$ cat config.mk
export PLATFORM = sky130hd
export DESIGN_NAME = demux1_4
export DESIGN_NICKNAME = d
export VERILOG_FILES = /design/src/rtl/demux1_4.sv
export SDC_FILE = /design/constraint.sdc
export NUM_CORES = 1
export LEC_CHECK = 0
export ABC_AREA = 1
export CELL_PAD_IN_SITES_DETAIL_PLACEMENT = 1
export CELL_PAD_IN_SITES_GLOBAL_PLACEMENT = 1
export CORE_MARGIN = 2
export CORE_UTILIZATION = 31
export DETAILED_ROUTE_END_ITERATION = 10
export GPL_ROUTABILITY_DRIVEN = 1
export GPL_TIMING_DRIVEN = 0
export PLACE_DENSITY_LB_ADDON = 0.1
export SLEW_MARGIN = 20
export SYNTH_ARGS = -nofsm -noshare
export SYNTH_HDL_FRONTEND = slang
export SYNTH_SLANG_ARGS = --single-unit
export TNS_END_PERCENT = 50
$ cat constraint.sdc
create_clock -name clk -period 2.9 [get_ports clk]
set_input_delay 0.58 -clock clk [delete_from_list [all_inputs] [get_ports clk]]
set_output_delay 0.58 -clock clk [all_outputs]
set_load 0.05 [all_outputs]
$ cat src/rtl/demux1_4.sv
// demux1_4: registered 1-to-4 packet demultiplexer.
// A single valid/ready input stream is routed to channel a/b/c/d by {s0,s1}
// (00->a, 01->b, 10->c, 11->d). The channel is locked on the first beat of a
// packet and held until the beat carrying in_last.
// Each channel has a one-entry output buffer.
// Optional feature: define DEMUX_COUNT_EN to enable the per-channel
// delivered-beat counters. Without it, the x_cnt ports are tied to zero.
module demux1_4 #(
  parameter int W = 8
) (
  input  logic         clk,
  input  logic         rst,
  input  logic [W-1:0] in_data,
  input  logic         in_last,
  input  logic         in_valid,
  output logic         in_ready,
  input  logic         s0,
  input  logic         s1,
  output logic [W-1:0] a_data,
  output logic [W-1:0] b_data,
  output logic [W-1:0] c_data,
  output logic [W-1:0] d_data,
  output logic         a_last,
  output logic         b_last,
  output logic         c_last,
  output logic         d_last,
  output logic         a_valid,
  output logic         b_valid,
  output logic         c_valid,
  output logic         d_valid,
  input  logic         a_ready,
  input  logic         b_ready,
  input  logic         c_ready,
  input  logic         d_ready,
  output logic [7:0]   a_cnt,
  output logic [7:0]   b_cnt,
  output logic [7:0]   c_cnt,
  output logic [7:0]   d_cnt
);

  typedef enum logic {IDLE, BURST} state_t;

  state_t              state_q, state_d;
  logic [1:0]          lch_q, lch_d;
  logic [3:0]          vld_q, vld_d;
  logic [3:0]          last_q, last_d;
  logic [3:0][W-1:0]   data_q, data_d;

  logic [3:0]          rdy_vec;
  logic [3:0]          xfer;
  logic [1:0]          tgt;
  logic                accept;

  assign rdy_vec = {d_ready, c_ready, b_ready, a_ready};
  assign xfer    = vld_q & rdy_vec;

  // Target selection, input handshake, FSM next state and buffer next state
  always_comb begin
    state_d = state_q;
    lch_d   = lch_q;
    vld_d   = vld_q;
    last_d  = last_q;
    data_d  = data_q;

    tgt      = (state_q == IDLE) ? {s0, s1} : lch_q;
    in_ready = !vld_q[tgt] | rdy_vec[tgt];
    accept   = in_valid & in_ready;

    unique case (state_q)
      IDLE: begin
        if (accept && !in_last) begin
          state_d = BURST;
          lch_d   = {s0, s1};
        end
      end
      BURST: begin
        if (accept && in_last) begin
          state_d = IDLE;
        end
      end
      default: state_d = IDLE;
    endcase

    for (int unsigned i = 0; i < 4; i++) begin
      if (accept && (tgt == 2'(i))) begin
        vld_d[i]  = 1'b1;
        data_d[i] = in_data;
        last_d[i] = in_last;
      end else if (xfer[i]) begin
        vld_d[i]  = 1'b0;
      end
    end
  end

  // State and output buffer registers; reset overrides any accept/transfer
  always_ff @(posedge clk) begin
    if (rst) begin
      state_q <= IDLE;
      lch_q   <= '0;
      vld_q   <= '0;
      last_q  <= '0;
      data_q  <= '0;
    end else begin
      state_q <= state_d;
      lch_q   <= lch_d;
      vld_q   <= vld_d;
      last_q  <= last_d;
      data_q  <= data_d;
    end
  end

  assign {d_valid, c_valid, b_valid, a_valid} = vld_q;
  assign {d_last,  c_last,  b_last,  a_last}  = last_q;
  assign a_data = data_q[0];
  assign b_data = data_q[1];
  assign c_data = data_q[2];
  assign d_data = data_q[3];

`ifdef DEMUX_COUNT_EN
  logic [3:0][7:0] cnt_q, cnt_d;

  // Delivered-beat counters, wrapping naturally at 255
  always_comb begin
    cnt_d = cnt_q;
    for (int unsigned i = 0; i < 4; i++) begin
      if (xfer[i]) begin
        cnt_d[i] = cnt_q[i] + 8'd1;
      end
    end
  end

  // Counter registers
  always_ff @(posedge clk) begin
    if (rst) begin
      cnt_q <= '0;
    end else begin
      cnt_q <= cnt_d;
    end
  end

  assign a_cnt = cnt_q[0];
  assign b_cnt = cnt_q[1];
  assign c_cnt = cnt_q[2];
  assign d_cnt = cnt_q[3];
`else
  assign a_cnt = '0;
  assign b_cnt = '0;
  assign c_cnt = '0;
  assign d_cnt = '0;
`endif

endmodule

==> metrics.cfg, run 1 <==
[outcome]
run_status = finished, final reports clean

[clocking]
worst_setup_hold_path_clk_slew_ns = 0.08
clock_sink_count = 43
htree_num_levels = 2
tritoncts = built
buffers_inserted_during_post_cts_setup_optimization = 0
clock_tree.root_cell = clkbuf_8
hold_bufs_inserted_after_cts = 0
max-clock-path-buffers = 2
cts_inserted_buffers = 5
worstSkewPairLatency_ns = 0.29

[critical_path]
timing.critical_path.required_ns = 2.32
critPathKind = in -> out
r2r_cells = 12
critPathArrivalTime_ns = 2.21
critical_path_maximum_fanout = 6
crit_path_end_kind = output pin
startpoint_type = input port

[detailed_routing]
drc_violations = 0
postRouteAntennaNets = 0
wl_per_cell_um = 12.8
firstDrtPassIters = 4
detailedRoute.firstIterationViolations = 36
drt-total-wl_um = 5600
route.detailed.vias_per_inst = 4.26
number_of_vias_after_detailed_routing = 1869

[power_and_ir_drop]
sequentialPowerShare_pct = 38.7
power.internal_w = 0.00108
vdd_ir_drop_max_uv = 251
power_switching_share_pct = 36.5
clock_power_share_pct = 28.6
final_power_w = 0.00171
p_per_area_nw_per_um2 = 570
power.switching_w = 0.000623
cell_leakage_power_nw = 1.40
power.combinational.fraction_pct = 32.7

[job]
max_cap_viol_count = 0

[floorplan]
chip_width_um = 86.0
initial_core_util_pct = 32.4
io_pins = 91
dieHeight_um = 86.0
placement_rows = 29
fp.coreArea_um2 = 6420
floorplan.die_area_um2 = 7390

[cells_and_area]
stdcell_area_um2 = 2990
share_of_cells_above_drive_strength_1_pct = 18.5
multiInputGateArea_um2 = 1010
fillerInstances = 803
n_antenna_cell = 0
seq_area_um2 = 861
syn2layout_area_growth_pct = 43.7
final_net_count = 379

[sta]
report.final.hold_viol_count = 0
worst_pin_slew_ns = 0.539
setup-violations-final = 0
slew_headroom_pct = 64.0
final_min_period_over_clock_period_pct = 96.1
fin_crit_ns = 2.79
timing.fmax_mhz = 359
clock_skew_ns = 0.00661
unrepaired_setup_endpoints_after_global_routing = no
finalHoldWorstSlack_ns = 0.489
drv_slew = 0

[synth]
netlist_area_um2 = 2080
multiplexer_fraction_of_the_synthesized_cell_area_pct = 0
synthSimpleGateAreaFrac_pct = 32.5
yosys-top-cells-area = dfxtp_1, nor2_1, buf_4
postSynthRegisterBits = 43
synth.yosys.warnings = 0
main_combinational_cell_family_by_area_after_synthesis = simple AND/OR/NAND/NOR gates
post-synth-top-area-fraction_pct = 41.3
share_of_synthesized_area_occupied_by_flip_flops_and_latches_pct = 41.3
yosys.area_share.xor_xnor_pct = 0
avgSynthCellArea_um2 = 7.86
synth.distinct_cells = 22
synth-compound-area-share_pct = 10.2
yosys.area_share.adder_pct = 0
netlist_instances = 265
synth_area_leader_cell = dfxtp_1

[place]
placed_cell_area_um2 = 2880
port-buffer-count = 58
place.detailed.hpwl_um = 4250
routabilityCongestion = 0.784

[grt]
grt_remaining_overflow = 0
grt_pass1_wl_um = 9160
first_global_vias = 1847
grt_antenna_before_repair = 0
grt_max_degree = 14
gr-usage-all-layers_pct = 15.6

[min_path]
holdCritPathClass = reg -> reg
hold_depth = 2

-- layout make-up --
class,instances,area share (%)
plain buffers,35,8.41
clock buffers,6,2.76
clock inverters,2,1.17
inverters,17,2.55
multi-input cells,201,33.8
flip-flops and latches,43,28.8
well taps,77,3.22
repair buffers,58,19.4
-- what timing repair did --
action                     CTS  global route
setup endpoints to repair    1             0
hold endpoints to repair     0             0
resized for setup            1             0
-- worst max-delay path: stages --
cell and delay [ns]:
clkdlybuf4s50_1 0.52, inv_1 0.06, nand2_2 0.08, nand2_4 0.08, nand2_1 0.07, nand2_1 0.05
nand2_1 0.06, nand2_2 0.06, nand2_4 0.10, dlygate4sd2_1 0.53
-- stage by stage --
stage	TNS, ns	instances	utilization (%)	setup slack [ns]
3_3_place_gp	-0.150	431	44.8	-0.150
4_1_cts	0	439	46.6	0.0948
3_5_place_dp	-0.172	431	44.8	-0.172
5_1_grt	0	439	46.6	0.0330
2_1_floorplan	0	296	-	1.14
6_report	0	439	46.6	0.114
-- state kept, by name (all words and copies together) (netlist names), named ones only --
signal and count:
lch_q 2, d_data 8, last_q 4, a_data 8
vld_q 4, c_data 8, b_data 8
-- cell families (layout without fill, tap and decap cells) --
logic type	Yosys count	count (layout)
AOI/OAI and AO/OA	42	42
buffers and inverters	52	118
DFF	43	43
other	1	32
and+or+nand+nor	127	127
-- routing by layer --
layer | vias up | track usage (%) | part of all wire, %
li1 | 961 | - | -
met1 | 856 | 19.7 | 45
met2 | 46 | 26.7 | 49
met3 | 6 | 3.66 | 5.3
met4 | 0 | 4.33 | 1.0
met5 | - | 0 | 0
-- power by group through the flow --
stage / Clock [W] / Sequential [W] / Combinational, W
detailed placement: 0 / 0.000673 / 0.000561
finish: 0.000488 / 0.000660 / 0.000558
CTS: 0.000506 / 0.000660 / 0.000562
global placement: 0 / 0.000673 / 0.000556
global route: 0.000525 / 0.000665 / 0.000594
floorplan: 0 / 0.000812 / 0.000268
-- final timing paths --
path | start | to | slack, ns
max | s1 | in_ready | 0.11
min | vld_q[0]$_SDFFE_PP0P_ | vld_q[0]$_SDFFE_PP0P_ | 0.49
max reg2reg | flop | b_data[1]$_SDFFE_PP0P_ | 1.15
min reg2reg | vld_q[0]$_SDFFE_PP0P_ | vld_q[0]$_SDFFE_PP0P_ | 0.49
-- placed cells by master (no fill, tap or decap), drive strengths merged --
cell / count
o21ai: 36
clkinv: 1
dfxtp: 43
o21bai: 1
nor2: 84
conb: 32
clkdlybuf4s50: 57
nand2: 38
bufinv: 1
buf: 33
inv: 17
dlygate4sd2: 1
a21oi: 5
nand3: 4
clkbuf: 8
nand4: 1
-- synthesized netlist by cell type --
cell type and instances:
buf_1 1, inv_1 13, inv_12 1, nor2_1 77
nor2_8 3, nand2_4 3, nand3_1 4, inv_2 3
clkbuf_1 2, a21oi_1 5, nand2_8 5, o21ai_1 16
nor2_4 2, nand4_1 1, nand2_1 22, dfxtp_1 43
o21bai_1 1, nand2_2 8, o21ai_0 20, buf_4 32
nor2_2 2, conb_1 1
No activity file was read; power rests on OpenSTA's default activity.
==> run 2: changes to the inputs <==
--- a/config.mk
+++ b/config.mk
@@ -9,7 +9,7 @@
 export CELL_PAD_IN_SITES_DETAIL_PLACEMENT = 1
 export CELL_PAD_IN_SITES_GLOBAL_PLACEMENT = 1
 export CORE_MARGIN = 2
-export CORE_UTILIZATION = 31
+export CORE_UTILIZATION = 26
 export DETAILED_ROUTE_END_ITERATION = 10
 export GPL_ROUTABILITY_DRIVEN = 1
 export GPL_TIMING_DRIVEN = 0
==> constraint.sdc (replaced) <==
create_clock -name clk -period 2.4 [get_ports clk]
set_input_delay 0.48 -clock clk [delete_from_list [all_inputs] [get_ports clk]]
set_output_delay 0.48 -clock clk [all_outputs]
set_load 0.05 [all_outputs]
==> run 2 against run 1 <==
  * Cell count grew 5.5%
  * Flip-flop and latch count is the same
  * Sequential share of layout area shrank 0.18 points
  * Total power grew 19%
  * Register-to-register slack lost 0.47 ns
  * Clock power grew 16%
  * Critical path type unchanged
  * Largest cell class unchanged
==> metrics.cfg, run 2 (synthesis results as in run 1) <==
[cells_and_area]
fillerInstances = 975  ; was 803
final_core_utilization_pct = 39.0  ; was 46.6%
share_of_cells_above_drive_strength_1_pct = 18.6  ; was 18.5%
n_antenna_cell = 0  ; unchanged
seq_area_um2 = 861  ; unchanged
most_used_cells_in_the_layout_excluding_fill_and_tap_cells = nor2_1, clkdlybuf4s50_1, dfxtp_1  ; unchanged
multiInputGateArea_um2 = 1010  ; unchanged
final_net_count = 379  ; unchanged
layoutNonFillerInstCount = 463  ; was 439
most_common_cell_after_layout_fill_and_taps_aside = nor2_1  ; unchanged
syn2layout_area_growth_pct = 44.6  ; was 43.7%

[place]
routabilityCongestion = 0.707  ; was 0.784
place.detailed.hpwl_um = 4290  ; was 4250 um
numPlacedInstances = 456  ; was 431
port-buffer-count = 58  ; unchanged

[detailed_routing]
number_of_vias_after_detailed_routing = 1870  ; was 1869
wl_per_cell_um = 12.5  ; was 12.8 um
postRouteAntennaNets = 0  ; unchanged
detailedRoute.firstIterationViolations = 40  ; was 36
drt-total-wl_um = 5790  ; was 5600 um
firstDrtPassIters = 4  ; unchanged
route.detailed.vias_per_inst = 4.04  ; was 4.26
drc_violations = 0  ; unchanged

[sta]
final_min_period_over_clock_period_pct = 96.0
timing.fmax_mhz = 434
report.final.hold_viol_count = 0  ; unchanged
drv_slew = 0  ; unchanged
slew_headroom_pct = 64.4  ; was 64.0%
fin_crit_ns = 2.30
worst_pin_slew_ns = 0.532  ; was 0.539 ns
unrepaired_setup_endpoints_after_global_routing = no  ; unchanged
clock_skew_ns = 0.00847  ; was 0.00661 ns
setup-violations-final = 0  ; unchanged

[critical_path]
startpoint_type = input port  ; unchanged
critPathKind = in -> out  ; unchanged
critPathArrivalTime_ns = 1.82  ; was 2.21 ns
critical_path_maximum_fanout = 5  ; was 6
crit_path_end_kind = output pin  ; unchanged
timing.critical_path.required_ns = 1.92  ; was 2.32 ns
r2r_cells = 13  ; was 12

[power_and_ir_drop]
power.combinational.fraction_pct = 33.1  ; was 32.7%
vdd_ir_drop_max_uv = 344  ; was 251 uV
sequentialPowerShare_pct = 39.1  ; was 38.7%
clock_power_share_pct = 27.8  ; was 28.6%
power.switching_w = 0.000762  ; was 0.000623 W
cell_leakage_power_nw = 1.39  ; was 1.40 nW
p_per_area_nw_per_um2 = 677  ; was 570 nW/um^2
power_switching_share_pct = 37.4  ; was 36.5%
power.internal_w = 0.00128  ; was 0.00108 W

[job]
max_cap_viol_count = 0  ; unchanged

[min_path]
holdCritPathClass = reg -> reg  ; unchanged
hold_depth = 2  ; unchanged

[floorplan]
chip_width_um = 93.5  ; was 86.0 um
fp.coreArea_um2 = 7730  ; was 6420 um^2
placement_rows = 32  ; was 29
dieHeight_um = 93.5  ; was 86.0 um
initial_core_util_pct = 26.9  ; was 32.4%
floorplan.die_area_um2 = 8740  ; was 7390 um^2
io_pins = 91  ; unchanged

[clocking]
max-clock-path-buffers = 2  ; unchanged
tritoncts = built  ; unchanged
clock_sink_count = 43  ; unchanged
hold_bufs_inserted_after_cts = 0  ; unchanged
worst_setup_hold_path_clk_slew_ns = 0.09  ; was 0.08 ns
worstSkewPairLatency_ns = 0.29  ; about the same
htree_num_levels = 2  ; unchanged
cts_inserted_buffers = 5  ; unchanged
clock_tree.root_cell = clkbuf_8  ; unchanged

[grt]
grt_max_degree = 14  ; unchanged
gr-usage-all-layers_pct = 13.6  ; was 15.6%
grt_pass1_wl_um = 9270  ; was 9160 um
first_global_vias = 1829  ; was 1847
grt_antenna_before_repair = 0  ; unchanged
grt_remaining_overflow = 0  ; unchanged

[outcome]
run_status = finished, final reports clean  ; unchanged

run 2: cell count changes in the layout (fill, tap and decap cells not counted), sizes merged:
cell,change
clkinvlp,+1
dlygate4sd2,-1
clkinv,-1
run 2: critical path, cell delays in order:
cell,delay [ns]
clkdlybuf4s50_1,0.53
inv_1,0.07
nand2_2,0.06
nand2_2,0.10
nand3_1,0.09
nand2_1,0.08
nor2_4,0.10
nand2_4,0.08
clkbuf_4,0.22
run 2: cell type report:
type	count	area share, %
buffer	35	8.35
clock buffer	5	2.29
clock inverter	2	1.25
inverter	17	2.54
multi-input combinational	201	33.5
sequential	43	28.6
tap	102	4.24
timing repair buffer	58	19.2
run 2: routing by layer:
metal | GRT usage [%] | wire length [um]
met1 | 18.6 | 2740
met2 | 21.6 | 2670
met3 | 3.22 | 349
met4 | 3.68 | 29
met5 | 0 | 0
run 2: power by group through the flow:
stage	sequential, W	combinational (W)	clock, W
4_1_cts	0.000799	0.000680	0.000583
2_1_floorplan	0.000981	0.000323	0
3_3_place_gp	0.000814	0.000675	0
6_report	0.000798	0.000674	0.000566
5_1_grt	0.000804	0.000720	0.000615
3_5_place_dp	0.000813	0.000679	0
run 2: repair_timing:
item                                    CTS  global route
pin swaps                                 0             0
endpoints found under the setup margin    1             1
resized for setup                         5             1
setup buffers                             0             0
run 2: path summary, 6_finish.rpt:
| kind | startpoint | end | slack, ns |
|---|---|---|---|
| max | s0 | in_ready | 0.1 |
| min | vld_q[0]$_SDFFE_PP0P_ | vld_q[0]$_SDFFE_PP0P_ | 0.49 |
| max reg2reg | flop | b_data[4]$_SDFFE_PP0P_ | 0.68 |
| min reg2reg | vld_q[0]$_SDFFE_PP0P_ | vld_q[0]$_SDFFE_PP0P_ | 0.49 |
run 2: per-stage QoR:
step | setup TNS, ns | instance area [um^2] | hold slack, ns | worst slack, ns | power [W]
6_report | 0 | 3010 | 0.486 | 0.0969 | 0.00204
4_1_cts | 0 | 3010 | 0.488 | 0.0697 | 0.00206
2_1_floorplan | 0 | 2200 | 0.501 | 0.740 | 0.00130
3_5_place_dp | -0.463 | 2910 | 0.475 | -0.463 | 0.00149
5_1_grt | 0 | 3010 | 0.520 | 0.0125 | 0.00214
3_3_place_gp | -0.447 | 2910 | 0.474 | -0.447 | 0.00149
==> run 3: changes to the inputs <==
--- a/config.mk
+++ b/config.mk
@@ -12,7 +12,7 @@
 export CORE_UTILIZATION = 26
 export DETAILED_ROUTE_END_ITERATION = 10
 export GPL_ROUTABILITY_DRIVEN = 1
-export GPL_TIMING_DRIVEN = 0
+export GPL_TIMING_DRIVEN = 1
 export PLACE_DENSITY_LB_ADDON = 0.1
 export SLEW_MARGIN = 20
 export SYNTH_ARGS = -nofsm -noshare
==> run 3 against run 2 <==
  * Global-route usage is essentially flat
  * Cell area shrank 6.9%
  * Critical path depth is the same
  * Worst setup slack gained 0.031 ns
  * Maximum frequency grew 1.4%
  * Highest routed layer unchanged
==> metrics.cfg, run 3 (synthesis results as in run 1) <==
[clocking]
max-clock-path-buffers = 2  ; unchanged
worstSkewPairLatency_ns = 0.30  ; was 0.29 ns
htree_num_levels = 2  ; unchanged
post_cts_resized = 0  ; was 5
clock_tree.root_cell = clkbuf_8  ; unchanged
buffers_inserted_during_post_cts_setup_optimization = 0  ; unchanged
clock_sink_count = 43  ; unchanged
worst_setup_hold_path_clk_slew_ns = 0.08  ; was 0.09 ns
cts_inserted_buffers = 5  ; unchanged
hold_bufs_inserted_after_cts = 0  ; unchanged
tritoncts = built  ; unchanged

[cells_and_area]
share_of_cells_above_drive_strength_1_pct = 11.8  ; was 18.6%
stdcell_area_um2 = 2800  ; was 3010 um^2
multiInputGateArea_um2 = 1010  ; unchanged
seq_area_um2 = 861  ; unchanged
most_common_cell_after_layout_fill_and_taps_aside = nor2_1  ; unchanged
syn2layout_area_growth_pct = 34.6  ; was 44.6%
fillerInstances = 945  ; was 975
final_net_count = 348  ; was 379
most_used_cells_in_the_layout_excluding_fill_and_tap_cells = nor2_1, clkdlybuf4s50_1, dfxtp_1  ; unchanged
n_antenna_cell = 0  ; unchanged
final_core_utilization_pct = 36.3  ; was 39.0%

[critical_path]
startpoint_type = input port  ; unchanged
endpoint = in_ready  ; unchanged
worstPathBufferInverterCount = 3  ; unchanged
critical-path-slowest-cell = clkdlybuf4s50_1  ; unchanged
critical_path_maximum_fanout = 5  ; unchanged
cp_cell_sequence = clkdlybuf4s50_1 -> inv_1 -> nand2_2 -> nand2_2 -> nand3_1 -> nand2_1 -> nor2_4 -> nand2_4 -> buf_12  ; was clkdlybuf4s50_1 -> inv_1 -> nand2_2 -> nand2_2 -> nand3_1 -> nand2_1 -> nor2_4 -> nand2_4 -> clkbuf_4
critical-path-max-stage-delay_ns = 0.52  ; was 0.53 ns
critical-path-top-cell-by-count = nand2_2  ; unchanged
timing.critical_path.required_ns = 1.92  ; about the same
critPathArrivalTime_ns = 1.79  ; was 1.82 ns
reg2reg_slack_ns = 0.65  ; was 0.68 ns
critical-path-top-delay-family = buffers and inverters  ; unchanged
setup.worst_path.start = s0  ; unchanged
r2r_cells = 13  ; unchanged
worst_r2r_endpoint = c_data[5]$_SDFFE_PP0P_  ; was b_data[4]$_SDFFE_PP0P_
crit_path_end_kind = output pin  ; unchanged
worstSetupPathDepth = 9  ; unchanged
critPathKind = in -> out  ; unchanged

[place]
placed_cell_area_um2 = 2700  ; was 2910 um^2
port-buffer-count = 58  ; unchanged
routabilityCongestion = 0.807  ; was 0.707
place.detailed.hpwl_um = 4190  ; was 4290 um

[power_and_ir_drop]
vdd_ir_drop_max_uv = 265  ; was 344 uV
cell_leakage_power_nw = 1.24  ; was 1.39 nW
final_power_w = 0.00200  ; was 0.00204 W
p_per_area_nw_per_um2 = 716  ; was 677 nW/um^2

[grt]
gr-usage-all-layers_pct = 13.6  ; about the same
grt_remaining_overflow = 0  ; unchanged
first_global_vias = 1754  ; was 1829
use_met3_pct = 4.27  ; was 3.22%
grt_most_used_layer = met2  ; unchanged
grt_pass1_wl_um = 9080  ; was 9270 um
grt_antenna_before_repair = 0  ; unchanged
grt_util_met2_pct = 21.3  ; was 21.6%
met1_usage_pct = 17.9  ; was 18.6%
grt_max_degree = 38  ; was 14

[sta]
slew_headroom_pct = 64.3  ; was 64.4%
finalHoldWorstSlack_ns = 0.495  ; was 0.486 ns
drv_slew = 0  ; unchanged
unrepaired_setup_endpoints_after_global_routing = no  ; unchanged
fin_crit_ns = 2.27  ; was 2.30 ns
timing.fmax_mhz = 440  ; was 434 MHz
setup-violations-final = 0  ; unchanged
final_min_period_over_clock_period_pct = 94.7  ; was 96.0%
worst_pin_slew_ns = 0.533  ; was 0.532 ns
report.final.hold_viol_count = 0  ; unchanged
clock_skew_ns = 0.00431  ; was 0.00847 ns
fin_tns_setup_ns = 0  ; unchanged

[detailed_routing]
route.detailed.vias_per_inst = 4.08  ; was 4.04
drt-total-wl_um = 5760  ; was 5790 um
detailedRoute.firstIterationViolations = 41  ; was 40
number_of_vias_after_detailed_routing = 1764  ; was 1870
firstDrtPassIters = 4  ; unchanged
drc_violations = 0  ; unchanged
postRouteAntennaNets = 0  ; unchanged
wl_per_cell_um = 13.3  ; was 12.5 um

[floorplan]
dieHeight_um = 93.5  ; unchanged
fp.coreArea_um2 = 7730  ; unchanged
placement_rows = 32  ; unchanged
floorplan.die_area_um2 = 8740  ; unchanged
chip_width_um = 93.5  ; unchanged
io_pins = 91  ; unchanged
initial_core_util_pct = 26.9  ; unchanged

[job]
max_cap_viol_count = 0  ; unchanged

[outcome]
run_status = finished, final reports clean  ; unchanged

[min_path]
holdCritPathClass = reg -> reg  ; unchanged
hp-start = vld_q[3]$_SDFFE_PP0P_  ; was vld_q[0]$_SDFFE_PP0P_
hold_depth = 2  ; unchanged

run 3: worst reg2reg max path, delay by kind of cell (launching register included):
family / cells / cell delay [ns]
buffers and inverters: 2 / 0.25
DFF: 1 / 0.44
and+or+nand+nor: 11 / 0.96
run 3: layer usage:
layer | wire length [um] | vias to the layer above
met2 | 2650 | 53
met1 | 2640 | 810
met5 | 0 | -
li1 | - | 895
met3 | 398 | 6
met4 | 71 | 0
run 3: per-stage QoR:
stage          cells  setup WS (ns)
6_report         432          0.128
2_1_floorplan    296          0.740
3_5_place_dp     425          0.129
5_1_grt          432         0.0198
3_3_place_gp     425          0.161
4_1_cts          432          0.128
run 3: layout make-up:
| type | instances | area share (%) |
|---|---|---|
| clock buffers | 5 | 2.46 |
| inverters | 17 | 2.72 |
| clock inverters | 2 | 1.34 |
| well taps | 102 | 4.56 |
| multi-input cells | 201 | 36.0 |
| flip-flops and latches | 43 | 30.7 |
| repair buffers | 62 | 22.2 |
run 3: how the worst min path moves through the flow:
stage	slack, ns	to
after CTS	0.50	vld_q[3]$_SDFFE_PP0P_
after detailed placement	0.49	vld_q[3]$_SDFFE_PP0P_
after floorplan	0.50	flop
final	0.49	vld_q[3]$_SDFFE_PP0P_
after global routing	0.54	vld_q[3]$_SDFFE_PP0P_
after global placement	0.48	c_data[2]$_SDFFE_PP0P_
run 3: report_power, final:
| part | internal (W) | switching, W |
|---|---|---|
| clock | 0.000304 | 0.000260 |
| combinational | 0.000176 | 0.000467 |
| sequential | 0.000767 | 0.0000308 |
==> variant (flow settings as in run 2) <==
`W`: 8 -> 10.
--- a/src/rtl/demux1_4.sv
+++ b/src/rtl/demux1_4.sv
@@ -8,3 +8,3 @@
 module demux1_4 #(
-  parameter int W = 8
+  parameter int W = 10
 ) (
Ports: changed (5 resized); port bits go from 91 to 101. The function was not compared with the original's and may differ.
==> variant against run 2 <==
Worst setup slack better by 0.022 ns; design area up 10%; synthesized area up 10%; total power up 9.6%; critical endpoint unchanged; critical path type unchanged; sequential cell count up 8; routed wire length up 20%; sequential power up 18%; count of clock-buffer cells in the layout up 2; first-iteration DRC count up 30%.
==> variant: results (changes against run 2) <==
{
  "grt": {
    "grtUsageTotal": {"value": 0.148, "change": "was 0.136"},
    "vias_in_the_first_global_route": {"value": 2252, "change": "was 1829"},
    "pin_count_of_the_biggest_net_entering_global_routing": {"value": 16, "change": "was 14"}
  },
  "synthesis": {
    "synth.top_cells.by_area": {"value": "sky130_fd_sc_hd__dfxtp_1 45%, sky130_fd_sc_hd__nor2_1 16%, sky130_fd_sc_hd__buf_4 12%", "change": "was sky130_fd_sc_hd__dfxtp_1 41%, sky130_fd_sc_hd__nor2_1 14%, sky130_fd_sc_hd__buf_4 12%"},
    "synthCells": {"value": 306, "change": "was 265"},
    "syn-mean-instance-area": {"value": 7.49, "unit": "um^2", "change": "was 7.86 um^2"},
    "post_synthesis_compound_gate_area_fraction": {"value": 0.110, "change": "was 0.102"},
    "post_synth_most_frequent_cells": {"value": "95 x sky130_fd_sc_hd__nor2_1, 51 x sky130_fd_sc_hd__dfxtp_1, 40 x sky130_fd_sc_hd__o21ai_0", "change": "was 77 x sky130_fd_sc_hd__nor2_1, 43 x sky130_fd_sc_hd__dfxtp_1, 32 x sky130_fd_sc_hd__buf_4"}
  },
  "critical_path": {
    "setup.reg_to_reg.worst_slack": {"value": 0.62, "unit": "ns", "change": "was 0.68 ns"},
    "worstReg2RegEnd": {"value": "c_data[9]", "change": "was b_data[4]"},
    "reg2reg_depth": {"value": 14, "change": "was 13"},
    "critPathMaxFanout": {"value": 6, "change": "was 5"},
    "worst_setup_path_startpoint": {"value": "s1", "change": "was s0"}
  },
  "sta": {
    "post-route-period-util": {"value": 0.950, "change": "was 0.960"}
  },
  "cells_and_area": {
    "n_sequential_cell": {"value": 51, "change": "was 43"},
    "net_count_final": {"value": 432, "change": "was 379"},
    "share_of_cell_area_taken_by_multi_input_logic_gates": {"value": 0.297, "change": "was 0.335"},
    "fillers": {"value": 1089, "change": "was 975"},
    "post_route_cells_drive_above_1_share": {"value": 0.167, "change": "was 0.186"},
    "clk_share": {"value": 0.0312, "change": "was 0.0353"},
    "final-nonclk-buf-share": {"value": 0.303, "change": "was 0.276"},
    "total_number_of_multi_input_combinational_cells": {"value": 225, "change": "was 201"},
    "layout.clock_buffers": {"value": 7, "change": "was 5"},
    "num-nonclk-buffers": {"value": 112, "change": "was 93"}
  },
  "status": {
    "outcome": {"value": "completed", "change": "unchanged"}
  },
  "power_and_ir_drop": {
    "p_leak": {"value": 1.56, "unit": "nW", "change": "was 1.39 nW"},
    "power.ir.vdd_worst": {"value": 0.297, "unit": "mV", "change": "was 0.344 mV"},
    "internal_power": {"value": 1.40, "unit": "mW", "change": "was 1.28 mW"}
  },
  "placement": {
    "place_congestion": {"value": 0.726, "change": "was 0.707"},
    "portBuffers": {"value": 68, "change": "was 58"},
    "dp.cells": {"value": 513, "change": "was 456"},
    "placement.setup.worst_slack": {"value": -0.498, "unit": "ns", "change": "was -0.463 ns"},
    "postPlaceCellArea": {"value": 3220, "unit": "um^2", "change": "was 2910 um^2"}
  },
  "cts": {
    "worstSkewPairLatency": {"value": 0.31, "unit": "ns", "change": "was 0.29 ns"}
  }
}
[variant: cell types whose count changed after synthesis, moves of 4 or more]
cell and delta:
sky130_fd_sc_hd__buf_4 +4, sky130_fd_sc_hd__o21ai_0 +20, sky130_fd_sc_hd__nor2_1 +18, sky130_fd_sc_hd__dfxtp_1 +8, sky130_fd_sc_hd__nand2_8 -5, sky130_fd_sc_hd__buf_6 +4
sky130_fd_sc_hd__o21ai_1 -12
[variant: per-layer routing]
layer | vias to the layer above | global-route usage | routed length (um)
met5 | - | 0 | 0
met3 | 4 | 0.0379 | 467
met2 | 63 | 0.250 | 3280
li1 | 1096 | - | -
met1 | 990 | 0.187 | 3130
met4 | 0 | 0.0449 | 51
[variant: cells by family after synthesis]
kind of cell	count (synthesis)
AO/OA/AOI/OAI	50
buffers and inverters	61
flip-flops	51
other	1
AND/OR/NAND/NOR	143
